==> config.mk <==
export PLATFORM = sky130hd
export DESIGN_NAME = counter_run_ctrl
export DESIGN_NICKNAME = d
export VERILOG_FILES = /design/src/rtl/counter_run_ctrl.sv
export SDC_FILE = /design/constraint.sdc
export NUM_CORES = 1
export LEC_CHECK = 0
export ABC_AREA = 1
export CAP_MARGIN = 20
export CORE_MARGIN = 1.5
export CORE_UTILIZATION = 47
export CTS_BUF_LIST = sky130_fd_sc_hd__clkbuf_4 sky130_fd_sc_hd__clkbuf_8
export DETAILED_ROUTE_END_ITERATION = 7
export GPL_TIMING_DRIVEN = 0
export PLACE_DENSITY = 0.77
export SLEW_MARGIN = 20
export SYNTH_ARGS = -nofsm -noshare
export SYNTH_HDL_FRONTEND = slang
export SYNTH_SLANG_ARGS = --single-unit
==> constraint.sdc <==
create_clock -name clk -period 1.62 [get_ports clk]
set_input_delay 0.324 -clock clk [delete_from_list [all_inputs] [get_ports clk]]
set_output_delay 0.324 -clock clk [all_outputs]
set_load 0.02 [all_outputs]
==> src/rtl/counter_run_ctrl.sv <==
// Run controller for the counter datapath: owns Q, steps it toward a programmed
// end value at a prescaled rate, with hold/abort/restart and one-shot or auto-reload end handling.
module counter_run_ctrl #(
    parameter int WIDTH    = 4,
    parameter int PRESCALE = 1
) (
    input  logic             clk,
    input  logic             reset,
    input  logic             start,
    input  logic             stop,
    input  logic             hold,
    input  logic             dir,
    input  logic             auto_reload,
    input  logic [WIDTH-1:0] start_val,
    input  logic [WIDTH-1:0] end_val,
    output logic [WIDTH-1:0] Q,
    output logic             busy,
    output logic             finished,
    output logic             tick,
    output logic             done,
    output logic             wrap
);

    localparam int             PW       = $clog2(PRESCALE + 1);
    localparam logic [PW-1:0]  PRE_LAST = PW'(PRESCALE - 1);

    typedef enum logic [1:0] {IDLE, RUN, DONE} state_t;

    typedef struct packed {
        logic [WIDTH-1:0] start_v;
        logic [WIDTH-1:0] end_v;
        logic             dir;
        logic             ar;
    } cfg_t;

    state_t           state, state_n;
    cfg_t             cfg, cfg_n;
    logic [PW-1:0]    pre, pre_n;
    logic [WIDTH-1:0] q_n, q_step;
    logic             tick_n, done_n, wrap_n;
    logic             step_en;

    assign step_en = (state == RUN) && !hold && (pre == PRE_LAST);
    assign q_step  = cfg.dir ? Q + WIDTH'(1) : Q - WIDTH'(1);

    always_comb begin
        state_n = state;
        cfg_n   = cfg;
        pre_n   = pre;
        q_n     = Q;
        tick_n  = 1'b0;
        done_n  = 1'b0;
        wrap_n  = 1'b0;

        if (stop) begin
            // stop also swallows a simultaneous start; in IDLE it is a no-op
            state_n = IDLE;
            pre_n   = '0;
        end else if (start) begin
            cfg_n   = '{start_v: start_val, end_v: end_val, dir: dir, ar: auto_reload};
            q_n     = start_val;
            pre_n   = '0;
            if (start_val == end_val && !auto_reload) begin
                state_n = DONE;
                done_n  = 1'b1;
            end else begin
                state_n = RUN;
            end
        end else if (state == RUN && !hold) begin
            if (step_en) begin
                pre_n  = '0;
                tick_n = 1'b1;
                if (Q != cfg.end_v) begin
                    q_n = q_step;
                    if (q_step == cfg.end_v && !cfg.ar) begin
                        state_n = DONE;
                        done_n  = 1'b1;
                    end
                end else begin
                    // sitting on end_v in RUN only happens in auto-reload mode
                    q_n    = cfg.start_v;
                    wrap_n = 1'b1;
                end
            end else begin
                pre_n = pre + PW'(1);
            end
        end
    end

    always_ff @(posedge clk) begin
        if (reset) begin
            state    <= IDLE;
            cfg      <= '0;
            pre      <= '0;
            Q        <= '0;
            busy     <= 1'b0;
            finished <= 1'b0;
            tick     <= 1'b0;
            done     <= 1'b0;
            wrap     <= 1'b0;
        end else begin
            state    <= state_n;
            cfg      <= cfg_n;
            pre      <= pre_n;
            Q        <= q_n;
            busy     <= (state_n == RUN);
            finished <= (state_n == DONE);
            tick     <= tick_n;
            done     <= done_n;
            wrap     <= wrap_n;
        end
    end

endmodule
==> flow_metrics.env, run 1 <==
export IMPL_fmax_ghz=0.5382
export IMPL_ioPinCount=24
export IMPL_ant_nets=0
export IMPL_ir_drop_uv=487.9
export IMPL_yosys_warnings=0
export IMPL_crit_path_end_kind="flop"
export IMPL_synth_mux_area_frac=0
export IMPL_fillers=198
export IMPL_synthSimpleGateAreaFrac=0.3016
export IMPL_fin_skew_ns=0.003576
export IMPL_ys_seq_area_frac=0.3765
export IMPL_rows=17
export IMPL_syn2layout_area_growth_pct=30.70
export IMPL_cts_sink_count=22
export IMPL_worstSkewPairLatency_ns=0.30
export IMPL_dpl_hpwl_um=2135
export IMPL_synthesis_nets=183
export IMPL_path_class="flop to flop"
export IMPL_critPathRequiredTime_ns=1.87
export IMPL_drive_gt1_frac=0.1684
export IMPL_grt_pass1_vias=1079
export IMPL_cts_tree="done"
export IMPL_finalWorstSetupSlack_ns=-0.2381
export IMPL_tns_ns=-0.9610
export IMPL_synth_xor_area_frac=0.03743
export IMPL_design_area_um2=1529
export IMPL_avgViaCountPerCell=5.263
export IMPL_cts_root_buf="clkbuf_4"
export IMPL_hp_class="flop to flop"
export IMPL_yosys_cell_types_count=29
export IMPL_whs_ns=0.4526
export IMPL_gr_usage_all_layers=0.2230
export IMPL_synth_edff_count=0
export IMPL_finalNonFillerCells=224
export IMPL_r2r_setup_slack_ns=-0.24
export IMPL_cts_max_level=1
export IMPL_synth_compound_area_frac=0.1540
export IMPL_synthCells=165
export IMPL_crit_arrival_ns=2.11
export IMPL_pre_cts_slack_ns=-0.1868
export IMPL_syn_area_per_cell_um2=7.090
export IMPL_globalplace_congestion=0.8623
export IMPL_power_per_cell_area_nw_per_um2=790.5
export IMPL_dp_cells=216
export IMPL_grt_pass1_wl_um=4560
export IMPL_grt_max_degree=13
export IMPL_core_area_um2=2276
export IMPL_drc=0
export IMPL_die_w_um=52.89
export IMPL_worstPathMaxFanout=4
export IMPL_path_clk_slew_ns=0.12
export IMPL_drtPass1Iterations=4
export IMPL_synthAdderAreaFrac=0.03850
export IMPL_antennaDiodeCount=0
export IMPL_p_leak_nw=0.7080
export IMPL_finalNetCount=215
export IMPL_cts_buffers=3
export IMPL_cts_hold_buffers=0
export IMPL_start_kind="flop"
export IMPL_die_y_um=52.89
export IMPL_ys_ff_latch=22
export IMPL_ys_flop_type="dfxtp_1"
export IMPL_synth_top_family_by_area="simple AND/OR/NAND/NOR gates"
export IMPL_setup_viol=5
export IMPL_antenna_found_initial=0
export IMPL_wl_um=2845
export IMPL_slew_violations=0
export IMPL_vias=1179
export IMPL_syn_area_um2=1170
export IMPL_synth_top_area_cell="dfxtp_1"
export IMPL_cts_max_path_buffers=2
export IMPL_rsz0062_at_grt="yes"
export IMPL_place_area_um2=1443
export IMPL_violations="setup timing"
export IMPL_outcome="finished with violations"
export IMPL_overflow=0
export IMPL_fp_dieArea_um2=2797
export IMPL_maxSlewHeadroom=0.7611
export IMPL_synth_top_area_share=0.3765
export IMPL_fin_crit_ns=1.858
export IMPL_p_total_mw=1.209
export IMPL_worstMarginPinSlew_ns=0.3584
export IMPL_wl_per_cell_um=12.70
export IMPL_drv_cap=0
export IMPL_hold_viol=0
export IMPL_post_route_util=0.6718
export IMPL_start_util=0.5140
export IMPL_synthArstFlopShare=0
export IMPL_yosys_top_cells_area="dfxtp_1 (38%), nand2_1 (9.9%), inv_1 (7.1%)"
export IMPL_drtIter0Drc=27
export IMPL_io_buffers=23
export IMPL_post_route_period_util=1.147
==> logic make-up after synthesis <==
logic type / Yosys count
and+or+nand+nor: 75
AOI/OAI and AO/OA: 33
buffers and inverters: 27
DFF: 22
xor gates and xnor gates: 5
adders and majority gates: 3
==> synth_stat cells, types with 3 or more instances <==
| master | n |
|---|---|
| nand2_1 | 31 |
| dfxtp_1 | 22 |
| inv_1 | 22 |
| nor2_1 | 20 |
| o21ai_0 | 14 |
| a21oi_1 | 13 |
| nand3_1 | 12 |
| xor2_1 | 4 |
| nand3_2 | 3 |
==> what timing repair did <==
action,4_1_cts,5_1_grt
endpoints found under the setup margin,10,6
setup buffers,2,2
pin swaps,2,7
resized for setup,6,8
==> final cells by class <==
class | count | area, µm² | area share
Clock buffer | 4 | 30.03 | 0.01964
Buffer | 2 | 8.758 | 0.005728
Inverter | 25 | 101.3 | 0.06628
Tap cell | 28 | 35.03 | 0.02291
Multi-Input combinational cell | 116 | 649.4 | 0.4247
Timing Repair Buffer | 27 | 255.2 | 0.1669
Sequential cell | 22 | 449.2 | 0.2938
==> power by group <==
group / switching (mW) / total (mW) / internal (mW) / leakage [nW]
registers: 0.0268 / 0.596 / 0.569 / 0.182
clock network: 0.163 / 0.276 / 0.113 / 0.0184
logic: 0.195 / 0.337 / 0.142 / 0.508
total: 0.385 / 1.21 / 0.824 / 0.708
==> worst max-delay path: stages (launching register included) <==
cell     delay, ns
dfxtp_4       0.39
inv_2         0.04
fa_2          0.62
nor2_2        0.04
nor2_1        0.09
nand2_1       0.07
nor2_2        0.12
nand3_2       0.13
nand3_2       0.11
nand2_2       0.06
nor2_2        0.11
==> metal layers <==
metal,vias to the layer above,part of all wire,global-route usage
li1,592,-,-
met2,38,0.49,0.3771
met1,541,0.44,0.2716
met5,-,0,0
met3,8,0.048,0.04520
met4,0,0.022,0.09829
==> cell usage in the layout, fill, tap and decap left out, drive strengths merged, types with 2 or more instances in the layout <==
| cell | synthesis | final |
|---|---|---|
| a21oi | 14 | 14 |
| o211ai | 2 | 2 |
| nand2 | 33 | 33 |
| buf | 1 | 5 |
| clkdlybuf4s50 | 0 | 19 |
| nor2 | 23 | 23 |
| inv | 25 | 25 |
| clkbuf | 1 | 5 |
| nand3 | 15 | 15 |
| dfxtp | 22 | 22 |
| o21ai | 14 | 14 |
| dlygate4sd2 | 0 | 4 |
| xor2 | 4 | 4 |
| ha | 2 | 2 |
==> sequential cells by signal, summed over array words and instances (netlist names) <==
| register | flops |
|---|---|
| Q | 4 |
| busy | 1 |
| cfg | 10 |
| done | 1 |
| finished | 1 |
| pre | 1 |
| state | 2 |
| tick | 1 |
| wrap | 1 |
==> final timing paths <==
kind	end	startpoint	cells past startpoint
setup / recovery	finished$_SDFF_PP0_	Q[1]$_SDFFE_PP0P_	10
hold / removal	pre$_SDFFE_PP0P_	pre$_SDFFE_PP0P_	2
setup reg to reg	finished$_SDFF_PP0_	Q[1]$_SDFFE_PP0P_	10
hold reg to reg	pre$_SDFFE_PP0P_	pre$_SDFFE_PP0P_	2
Power figures use the tool's default switching activity.
==> run 2: changes to the inputs <==
--- a/config.mk
+++ b/config.mk
@@ -12,7 +12,7 @@
 export CTS_BUF_LIST = sky130_fd_sc_hd__clkbuf_4 sky130_fd_sc_hd__clkbuf_8
 export DETAILED_ROUTE_END_ITERATION = 7
 export GPL_TIMING_DRIVEN = 0
-export PLACE_DENSITY = 0.77
+export PLACE_DENSITY_LB_ADDON = 0.25
 export SLEW_MARGIN = 20
 export SYNTH_ARGS = -nofsm -noshare
 export SYNTH_HDL_FRONTEND = slang
==> run 2 against run 1 <==
Compared with the run above:
- hold slack got worse by 0.00089 ns
- worst setup slack improved by 0.066 ns
- largest cell class unchanged
- clock skew is 0.00059 ns higher
- the run still ends with setup timing left
- flip-flop and latch count unchanged
- utilization up 0.66 points
- via count shrank 2.5%
- critical path depth stayed put
==> flow_metrics.env, run 2 (synthesis gave the netlist of run 1 again) <==
export IMPL_fin_crit_ns=1.792
export IMPL_worstMarginPinSlew_ns=0.4062
export IMPL_crit_arrival_ns=2.07
export IMPL_crit_start="Q[0]$_SDFFE_PP0P_"
export IMPL_cts_hold_buffers=0
export IMPL_final_cell_mix="nand2_1 (29), inv_1 (20), dfxtp_1 (19), nor2_1 (18), clkdlybuf4s50_1 (18)"
export IMPL_whs_ns=0.4517
export IMPL_regMostFlops="cfg"
export IMPL_path_cells="inv_4, fa_2, nor2_2, nor2_1, nand2_1, nor2_2, nand3_2, nand3_2, nand2_2, nor2_1"
export IMPL_p_leak_nw=0.7232
export IMPL_hp_start="pre$_SDFFE_PP0P_"
export IMPL_core_area_um2=2276
export IMPL_wl_per_cell_um=12.75
export IMPL_cts_buffers=3
export IMPL_cpPeakStageDelay_ns=0.61
export IMPL_path_class="flop to flop"
export IMPL_ioPinCount=24
export IMPL_slew_violations=0
export IMPL_ant_nets=0
export IMPL_cts_max_level=1
export IMPL_drc=0
export IMPL_avgViaCountPerCell=5.152
export IMPL_fp_dieArea_um2=2797
export IMPL_hp_class="flop to flop"
export IMPL_top_regs="cfg: 10 flops, Q: 4 flops, state: 2 flops"
export IMPL_largest_register_ffs=10
export IMPL_cts_root_buf="clkbuf_4"
export IMPL_finalNonFillerCells=223
export IMPL_rsz0062_at_grt="yes"
export IMPL_path_delay_family="simple AND/OR/NAND/NOR gates"
export IMPL_die_w_um=52.89
export IMPL_path_clk_slew_ns=0.13
export IMPL_globalplace_congestion=0.8349
export IMPL_antenna_found_initial=0
export IMPL_start_util=0.5140
export IMPL_drive_gt1_frac=0.1590
export IMPL_cts_sink_count=22
export IMPL_violations="setup timing"
export IMPL_rr_worst_depth=10
export IMPL_finalWorstSetupSlack_ns=-0.1721
export IMPL_crit_path_end_kind="flop"
export IMPL_power_per_cell_area_nw_per_um2=888.6
export IMPL_start_kind="flop"
export IMPL_dp_cells=216
export IMPL_maxSlewHeadroom=0.7292
export IMPL_finalNetCount=214
export IMPL_grt_pass1_wl_um=4643
export IMPL_die_y_um=52.89
export IMPL_critPathBufInv=1
export IMPL_hold_depth=2
export IMPL_ir_drop_uv=740.0
export IMPL_path_depth=10
export IMPL_overflow=0
export IMPL_worstSkewPairLatency_ns=0.32
export IMPL_grt_max_degree=14
export IMPL_cp_slowest_cell="fa_2"
export IMPL_drtPass1Iterations=5
export IMPL_pre_cts_slack_ns=-0.2327
export IMPL_setup_viol=5
export IMPL_dpl_hpwl_um=2151
export IMPL_drtIter0Drc=37
export IMPL_gr_usage_all_layers=0.2281
export IMPL_io_buffers=23
export IMPL_final_common_cell="nand2_1"
export IMPL_fmax_ghz=0.5580
export IMPL_rows=17
export IMPL_worstPathMaxFanout=4
export IMPL_grt_pass1_vias=1024
export IMPL_antennaDiodeCount=0
export IMPL_wl_um=2843
export IMPL_hold_viol=0
export IMPL_post_route_period_util=1.106
export IMPL_fin_skew_ns=0.004165
export IMPL_cts_tree="done"
export IMPL_cts_max_path_buffers=2
export IMPL_tns_ns=-0.7519
export IMPL_critPathRequiredTime_ns=1.89
export IMPL_post_route_util=0.6784
export IMPL_drv_cap=0
export IMPL_r2r_start="Q[0]$_SDFFE_PP0P_"
export IMPL_vias=1149
export IMPL_outcome="finished with violations"
export IMPL_syn2layout_area_growth_pct=31.98
run 2: path summary, 6_finish.rpt:
| path | slack [ns] | endpoint |
|---|---|---|
| hold reg to reg | 0.45 | pre$_SDFFE_PP0P_ |
| setup reg to reg | -0.17 | finished$_SDFF_PP0_ |
| setup / recovery | -0.17 | finished$_SDFF_PP0_ |
| hold / removal | 0.45 | pre$_SDFFE_PP0P_ |
run 2: tightest hold or removal path: cells and delay by family, from the launching register on:
kind             cells  cell delay [ns]
AND/OR/NAND/NOR      2             0.09
flip-flops           1             0.34
run 2: what timing repair did:
action / CTS / global route
setup buffers: 2 / 1
hold endpoints to repair: 0 / 0
endpoints found under the setup margin: 10 / 7
pin swaps: 2 / 0
gates resized for setup: 8 / 5
run 2: area by class of cell:
type                            count  area, µm²
Timing Repair Buffer               26      250.2
Clock inverter                      1      30.03
Clock buffer                        3      22.52
Inverter                           25      101.3
Tap cell                           28      35.03
Fill cell                         203      732.0
Sequential cell                    22      449.2
Buffer                              2      8.758
Multi-Input combinational cell    116      646.9
run 2: per-layer routing:
layer  GRT usage  vias to the layer above  part of all wire
met5           0                        -                 0
met4     0.05983                        0             0.011
met3     0.03390                        4             0.054
met2      0.3958                       44              0.50
met1      0.2938                      510              0.44
li1            -                      591                 -
run 2: stage by stage:
step | power (mW) | instance area, µm²
after CTS | 1.355 | 1524
after floorplan | 0.8065 | 1177
after global routing | 1.435 | 1544
after global placement | 0.9091 | 1443
final | 1.372 | 1544
after detailed placement | 0.9210 | 1443
run 2: report_power, final:
group / switching [mW] / total [mW] / internal (mW)
Clock: 0.182 / 0.432 / 0.251
Combinational: 0.199 / 0.344 / 0.146
Sequential: 0.0259 / 0.595 / 0.569
Total: 0.406 / 1.37 / 0.966
